$ cat config.mk
export PLATFORM = sky130hd
export DESIGN_NAME = ddr3_cpu_req_queue
export DESIGN_NICKNAME = d
export VERILOG_FILES = /design/src/rtl/ddr3_cpu_req_queue.sv
export SDC_FILE = /design/constraint.sdc
export NUM_CORES = 1
export LEC_CHECK = 0
export CORE_MARGIN = 3
export CORE_UTILIZATION = 50
export CTS_BUF_LIST = sky130_fd_sc_hd__clkbuf_2
export DETAILED_ROUTE_END_ITERATION = 6
export GPL_TIMING_DRIVEN = 0
export PLACE_DENSITY = 0.7
export SLEW_MARGIN = 0
export SYNTH_ARGS = -nofsm -noshare
export SYNTH_HDL_FRONTEND = slang
export SYNTH_SLANG_ARGS = --single-unit
$ cat constraint.sdc
create_clock -name cpu_clk -period 21.8 [get_ports cpu_clk]
set_clock_uncertainty 0.05 [all_clocks]
set_input_delay 3.27 -clock cpu_clk [delete_from_list [all_inputs] [get_ports cpu_clk]]
set_output_delay 3.27 -clock cpu_clk [all_outputs]
set_load 0.1 [all_outputs]
$ cat src/rtl/ddr3_cpu_req_queue.sv
// ddr3_cpu_req_queue
// In-order CPU request buffer that feeds the DDR3 controller over a
// valid/ready handshake. Everything runs on cpu_clk.
//
// Handshake semantics: a transfer happens on a rising edge where both valid
// and ready are high. The upstream ready (cpu_req_ready) depends only on
// the registered occupancy, so it has no combinational path from
// cont_req_ready. The downstream payload is held stable while
// cont_req_valid is high and cont_req_ready is low.
//
// Occupancy state is visible on q_empty / q_full / q_count:
// EMPTY (count 0), PARTIAL (0 < count < DEPTH), FULL (count == DEPTH).
//
// Optional feature macro: DDR3_REQ_STATS_EN. When it is defined, three
// 16-bit saturating statistics counters are built. When it is undefined,
// the statistics ports read 0.
module ddr3_cpu_req_queue #(
  parameter int ADDR_W = 28,
  parameter int DATA_W = 64,
  parameter int DEPTH  = 8
) (
  input  logic                       cpu_clk,
  input  logic                       reset,
  input  logic                       cpu_req_valid,
  output logic                       cpu_req_ready,
  input  logic                       cpu_req_wr,
  input  logic [ADDR_W-1:0]          cpu_req_addr,
  input  logic [DATA_W-1:0]          cpu_req_wdata,
  output logic                       cont_req_valid,
  input  logic                       cont_req_ready,
  output logic                       cont_req_wr,
  output logic [ADDR_W-1:0]          cont_req_addr,
  output logic [DATA_W-1:0]          cont_req_wdata,
  output logic [$clog2(DEPTH):0]     q_count,
  output logic                       q_full,
  output logic                       q_empty,
  output logic                       q_overflow,
  output logic [15:0]                stat_rd_cnt,
  output logic [15:0]                stat_wr_cnt,
  output logic [15:0]                stat_stall_cnt
);

  localparam int PTR_W = $clog2(DEPTH);
  localparam int CNT_W = PTR_W + 1;

  // Storage is not reset; only the pointers and the count define validity.
  logic              mem_wr    [DEPTH];
  logic [ADDR_W-1:0] mem_addr  [DEPTH];
  logic [DATA_W-1:0] mem_wdata [DEPTH];

  logic [PTR_W-1:0]  wr_ptr;
  logic [PTR_W-1:0]  rd_ptr;
  logic              push;
  logic              pop;

  assign q_full         = (q_count == CNT_W'(DEPTH));
  assign q_empty        = (q_count == '0);
  assign cpu_req_ready  = !q_full;
  assign cont_req_valid = !q_empty;

  assign push = cpu_req_valid && cpu_req_ready;
  assign pop  = cont_req_valid && cont_req_ready;

  // The head entry is read combinationally at rd_ptr.
  assign cont_req_wr    = mem_wr[rd_ptr];
  assign cont_req_addr  = mem_addr[rd_ptr];
  assign cont_req_wdata = mem_wdata[rd_ptr];

  // Write accepted requests into the array; ignore pushes in the reset cycle.
  always_ff @(posedge cpu_clk) begin
    if (!reset && push) begin
      mem_wr[wr_ptr]    <= cpu_req_wr;
      mem_addr[wr_ptr]  <= cpu_req_addr;
      mem_wdata[wr_ptr] <= cpu_req_wdata;
    end
  end

  // Pointers wrap naturally at DEPTH; count tracks occupancy separately.
  always_ff @(posedge cpu_clk) begin
    if (reset) begin
      wr_ptr  <= '0;
      rd_ptr  <= '0;
      q_count <= '0;
    end else begin
      if (push) wr_ptr <= wr_ptr + PTR_W'(1);
      if (pop)  rd_ptr <= rd_ptr + PTR_W'(1);
      case ({push, pop})
        2'b10:   q_count <= q_count + CNT_W'(1);
        2'b01:   q_count <= q_count - CNT_W'(1);
        default: q_count <= q_count;
      endcase
    end
  end

  // Sticky flag: the CPU presented a request while the queue was full.
  always_ff @(posedge cpu_clk) begin
    if (reset) begin
      q_overflow <= 1'b0;
    end else if (cpu_req_valid && q_full) begin
      q_overflow <= 1'b1;
    end
  end

`ifdef DDR3_REQ_STATS_EN
  logic [15:0] rd_cnt_r;
  logic [15:0] wr_cnt_r;
  logic [15:0] stall_cnt_r;

  // Saturating counters for accepted reads, accepted writes and head stalls.
  always_ff @(posedge cpu_clk) begin
    if (reset) begin
      rd_cnt_r    <= '0;
      wr_cnt_r    <= '0;
      stall_cnt_r <= '0;
    end else begin
      if (push && !cpu_req_wr && rd_cnt_r != 16'hFFFF) rd_cnt_r <= rd_cnt_r + 16'd1;
      if (push &&  cpu_req_wr && wr_cnt_r != 16'hFFFF) wr_cnt_r <= wr_cnt_r + 16'd1;
      if (cont_req_valid && !cont_req_ready && stall_cnt_r != 16'hFFFF)
        stall_cnt_r <= stall_cnt_r + 16'd1;
    end
  end

  assign stat_rd_cnt    = rd_cnt_r;
  assign stat_wr_cnt    = wr_cnt_r;
  assign stat_stall_cnt = stall_cnt_r;
`else
  assign stat_rd_cnt    = 16'd0;
  assign stat_wr_cnt    = 16'd0;
  assign stat_stall_cnt = 16'd0;
`endif

endmodule

==> metrics.md <==
| Metric | Value |
|---|---|
| Outcome | completed |
| Root Buffer | clkbuf_2 |
| DR vias/cell | ~5.4 |
| Reg area | about 23,000 um^2 |
| Leak | 11.45 nW |
| Area of the core | around 57,000 um^2 |
| Clock H-tree levels | 4 |
| First-pass GRT wire length | 90,440 um |
| Post-Synth Simple-Gate Area | less than 1% |
| Vias | 14,020 |
| All-Layer GR Usage | 20.33% |
| Largest family of logic cells by synthesized area | multiplexers |
| Post-route clock period utilization | 36.48% |
| Minimum clock period | around 8 ns |
| Initial antenna violation count | 10 |
| Final worst setup slack | 13.85 ns |
| R2R cell count | 10 |
| Most common cell in the netlist | edfxtp_1 |
| Setup violators final | 0 |
| EDFF count, synth | approximately 740 |
| Ranking of synthesized cells by area | edfxtp_1, mux4_2, mux2_2 |
| #FFs+latches synth | about 760 |
| Wire per inst | ~23 um |
| Final Net Count | between 1,500 and 2,000 |
| Maximum VDD drop | around 0.14 mV |
| Worst-Margin Slew | between 1 and 1.5 ns |
| Critical-path maximum fanout | 10 |
| Initial DRC count | around 1,000 |
| Syn_area_per_cell | roughly 24 um^2 |
| Critical Path AT | approximately 4.6 ns |
| Ys flop type | edfxtp_1 |
| Compound-Gate Fraction of Synth Area | less than 1% |
| Final Hold Fails | 0 |
| Synth top area share | between 70% and 80% |
| Detail Route Antenna Nets | 0 |
| Sequential share of power | between 40% and 50% |
| Post-synthesis mux area share | between 10% and 20% |
| Row cnt | 87 |
| Worst endpoint required time | 18.48 ns |
| I/O Pins | approximately 250 |
| Share of post-route cells with drive strength above 1 | between 30% and 40% |
| CTS tree | done |
| Final Max Tran Viols | 0 |
| Non-filler instance count after layout | 2,606 |
| Synth-to-Final Area Change | 19.76% |
| Post-synth cell types | 31 |
| PortBufs | 197 |
| Fillers | about 4,100 |
| CTS Sinks | about 760 |
| Fin util | 61.06% |
| Initial Util | approximately 50% |
| Num CTS Buffers | 183 |
| Slew margin rel. | 23.88% |
| Hold Path Cell Cnt | 2 |
| Commonest cells in the netlist | edfxtp_1, mux4_2, mux2_2, buf_4, clkbuf_1 |
| Multi-input gate area | 5856 um^2 |
| Switching Fraction | a little over a third |
| Fraction of registers with async set or reset after synthesis | 0% |
| Post-cts sizing count | 0 |
| Power Internal | 0.002422 W |
| DRC viols | 0 |
| Synth Warn # | 0 |
| Post-synthesis sequential area ratio | 78.08% |
| Crit Path Class | flop to output pin |
| Hold Buf Count CTS | 0 |
| Detailed Route WL | 59,470 um |
| Xor and xnor area share after synthesis | less than 1% |
| NetSw | ~0.0014 W |
| Vias in the first global route | 15,110 |
| Die Wd | 246.7 um |
| TNS Setup | 0 ns |
| First drt pass iteration count | 5 |
| Bufs on Longest Clock Path | 3 |
| Cell taking the most area after synthesis | edfxtp_1 |
| Cells after Synth | 1,208 |
| Postcts setup bufs | 0 |
| RR Startpoint | q_count[1]$_SDFFE_PP0P_ |
| Mapped Area | slightly below 30,000 um^2 |
| Die ar. | ~60,000 um^2 |
| Number of max-cap violations | 0 |
| Clock share of power | about a quarter |
| Die height | 246.7 um |
| Post-Synth Adder-Cell Area | less than 1% |
| Clock transition at path regs | about 0.1 ns |
| PD cells | 109.1 nW/um^2 |
| Startpoint types | flop |
| Clock Latency Late Sink | 1.30 ns |
| F_max | approximately 0.13 GHz |
| Hold Path Class | flop to flop |
| Post-DP HPWL | around 38,000 um |
| Hold path start | q_overflow$_SDFFE_PP0P_ |
| Placed Cells | 2,287 |
| Largest net degree at the start of global routing | 25 |
| Setup slack at placement | 15.10 ns |
| GRT Residual Overflow | 0 |
| RSZ-0062 raised after global routing | no |
| Comb power frac | 32.0% |
| Tot Pwr | 0.003785 W |
| RD Place Congestion | 0.6820 |
| Critical Path Sink Type | output pin |
## per-stage QoR
step | hold WS [ns] | cell area, um^2
CTS | 0.4485 | 34690
detailed placement | 0.4156 | 33020
global route | 0.5150 | 34690
floorplan | 0.4041 | 29150
finish | 0.4419 | 34700
global placement | 0.4055 | 32070
## area by class of cell
type	count	area share, %
Antenna cell	4	0.02885
Inverter	3	0.03245
Timing Repair Buffer	276	8.290
Buffer	105	2.048
Tap cell	756	2.726
Clock buffer	263	3.794
Sequential cell	758	65.20
Multi-Input combinational cell	389	16.88
Clock inverter	52	1.006
## cells by family (layout without fill, tap and decap cells)
group,Yosys count,after routing
other,1,52
AND/OR/NAND/NOR,40,40
flip-flops,758,758
multiplexers,280,280
adder cells (fa/ha/maj),5,5
AO/OA/AOI/OAI,9,9
buffers and inverters,108,699
XOR/XNOR,7,7
## state kept, by name, summed over array words and instances, names as in the netlist, named ones only
name / cells
mem_addr: 224
mem_wdata: 512
mem_wr: 8
q_count: 4
q_overflow: 1
rd_ptr: 3
wr_ptr: 3
## routing by layer
metal | track usage [%] | wire length [um]
met2 | 31.94 | 29320
met1 | 27.38 | 24410
met3 | 6.853 | 4728
met5 | 0 | 80
met4 | 5.991 | 926
## power groups by stage
stage	sequential [W]	clock [W]	combinational, W
detailed placement	0.00169	0	0.00122
CTS	0.00166	0.000952	0.00123
finish	0.00166	0.000918	0.00121
global placement	0.00171	0	0.00120
global route	0.00166	0.00103	0.00127
floorplan	0.00172	0	0.000917
## critical path, stage by stage, from the launching register on
cell and delay (ns):
dfxtp_1 0.36, clkbuf_1 0.77, clkbuf_1 0.66, mux2_2 0.29, clkdlybuf4s50_1 1.22
## cells in the final DEF, fill, tap and decap left out, drive strengths merged, types with 2 or more instances in the layout
master	count
nor3	3
clkinvlp	4
nand3	6
nand2	7
clkdlybuf4s50	197
nor2	14
ha	5
inv	5
clkbuf	284
edfxtp	744
conb	48
mux2	93
bufinv	5
a21oi	5
dfxtp	14
clkinv	41
o21ai	3
diode	4
buf	163
xor2	7
mux4	186
nor4b	2
## final timing paths
kind,to,slack [ns]
worst max register to register,mem_wdata[0][31]$_DFFE_PP_,18.49
worst max-delay path,cont_req_wdata[59],13.85
worst min-delay path,q_overflow$_SDFFE_PP0P_,0.44
worst min register to register,q_overflow$_SDFFE_PP0P_,0.44
(Power assumes the default switching activity.)
==> edit: new RTL, config.mk and constraints unchanged <==
The option `DDR3_REQ_STATS_EN` is turned on by a define.
--- a/src/rtl/ddr3_cpu_req_queue.sv
+++ b/src/rtl/ddr3_cpu_req_queue.sv
@@ -16,2 +16,4 @@
 // the statistics ports read 0.
+`define DDR3_REQ_STATS_EN
+
 module ddr3_cpu_req_queue #(
Function: changed (Yosys sat finds a counterexample within 4 cycles, from zero or initial values and one cycle with reset high).
==> edit against the original RTL <==
Core utilization is 0.29 points lower; count of clock-buffer cells in the layout rose by 9; cell count is 9.7% higher; sequential cell count rose by 48; maximum frequency decreased by 6.4%; routed wire length rose by 13%; setup slack worse by 540 ps; cell area up 6.5%; synthesized area grew 7.0%; power up 7.6%.
==> edit: results (changes against the original RTL) <==
| Metric | Value |
|---|---|
| DP Worst Slack | `14480 ps (was 15100 ps)` |
| Sequential portion of the cell area | `0.638 (was 0.652)` |
| Signal buffers | `367 (was 381)` |
| Tightest hold margin | `451 ps (was 442 ps)` |
| Routability cong. | `0.821 (was 0.682)` |
| Worst Hold End | `rd_ptr[1] (was q_overflow)` |
| Post-Synthesis Cells | `1451 (was 1208)` |
| Synth top area cells | `edfxtp_1 (72%), mux4_2 (14%), dfxtp_1 (4.0%), mux2_2 (3.6%), or4_1 (0.73%) (was edfxtp_1 (77%), mux4_2 (14%), mux2_2 (3.6%), buf_4 (1.2%), dfxtp_1 (0.97%))` |
| Detailed Route WL | `67.5 mm (was 59.5 mm)` |
| Share of cells above drive strength 1 | `0.319 (was 0.391)` |
| Synth cell types | `49 (was 31)` |
| Status | `finished, final reports clean (unchanged)` |
| Crit path largest cell delay | `1070 ps (was 1220 ps)` |
| Crit path arrival time | `5180 ps (was 4630 ps)` |
| Signal buffers share of area | `0.0967 (was 0.103)` |
| Synthesized area | `31000 µm² (was 29000 µm²)` |
| Nets | `2041 (was 1818)` |
| Post-layout util | `0.608 (was 0.611)` |
| Flop2flop setup slack | `18190 ps (was 18490 ps)` |
| Post-synthesis sequential area ratio | `0.761 (was 0.781)` |
| CTS buffer count | `191 (was 183)` |
| Dpl cell area | `35300 µm² (was 33000 µm²)` |
| Initial antenna violation count | `13 (was 10)` |
| Static Leak | `11.7 nW (was 11.4 nW)` |
| Switch Pwr | `1.52 mW (was 1.36 mW)` |
| R2r endpoint | `mem_wdata[1][30] (was mem_wdata[0][31])` |
| GRT Util Overall | `0.212 (was 0.203)` |
| Dpl cells | `2526 (was 2287)` |
| Clock network area share | `0.0448 (was 0.0480)` |
| Clkbuf count | `272 (was 263)` |
| Layout fillers | `4454 (was 4089)` |
| Vias in the first global route | `17.3k (was 15.1k)` |
| # diodes | `6 (was 4)` |
| FF-to-FF Start | `q_count[0] (was q_count[1])` |
| DR vias | `16.2k (was 14.0k)` |
edit: changes by cell type after synthesis, sizes merged, moves of 7 or more:
cell | unedited run | this run
buf | 84 | 26
dfxtp | 14 | 62
a21oi | 5 | 43
or4 | 1 | 32
o31ai | 0 | 29
clkbuf | 21 | 48
nand4 | 0 | 16
nand3 | 6 | 20
nand2 | 7 | 18
inv | 3 | 11
nor2 | 14 | 22
nor2b | 1 | 9
and4 | 0 | 7
nor4 | 1 | 8
edit: worst max path at each step:
stage	start	to	slack [ps]	cells after the start
finish	flop	cont_req_wr	13300	6
CTS	flop	cont_req_wr	12890	6
global placement	cpu_req_valid	mem_wdata[0][29]	3090	5
floorplan	cpu_req_valid	mem_addr[0][0]	10720	4
global route	flop	cont_req_wr	12820	6
detailed placement	flop	cont_req_wr	14480	6
edit: layer usage:
metal	GRT usage	vias to the layer above	routed length (µm)
met1	0.274	8277	26600
li1	-	7239	-
met5	0	-	130
met4	0.0684	18	1230
met3	0.0747	120	5760
met2	0.342	576	33700
edit: power groups by stage:
| stage | clock, mW | combinational (mW) | sequential, mW |
|---|---|---|---|
| floorplan | 0 | 1.01 | 1.85 |
| global placement | 0 | 1.37 | 1.82 |
| detailed placement | 0 | 1.40 | 1.80 |
| CTS | 0.962 | 1.41 | 1.76 |
| global route | 1.04 | 1.45 | 1.77 |
| finish | 0.923 | 1.38 | 1.76 |
edit: worst min-delay path: cells and delay by family, from the launching register on:
kind	cells	cell delay (ps)
compound gates	1	70
flops	1	330
simple gates	1	50
edit: cell families after synthesis:
logic type / Yosys count / share of synthesized area
xor gates and xnor gates: 5 / 0.00141
and+or+nand+nor: 166 / 0.0323
AOI/OAI and AO/OA: 96 / 0.0196
muxes: 286 / 0.171
adders and majority gates: 7 / 0.00283
buffers and inverters: 85 / 0.0115
DFF: 806 / 0.761
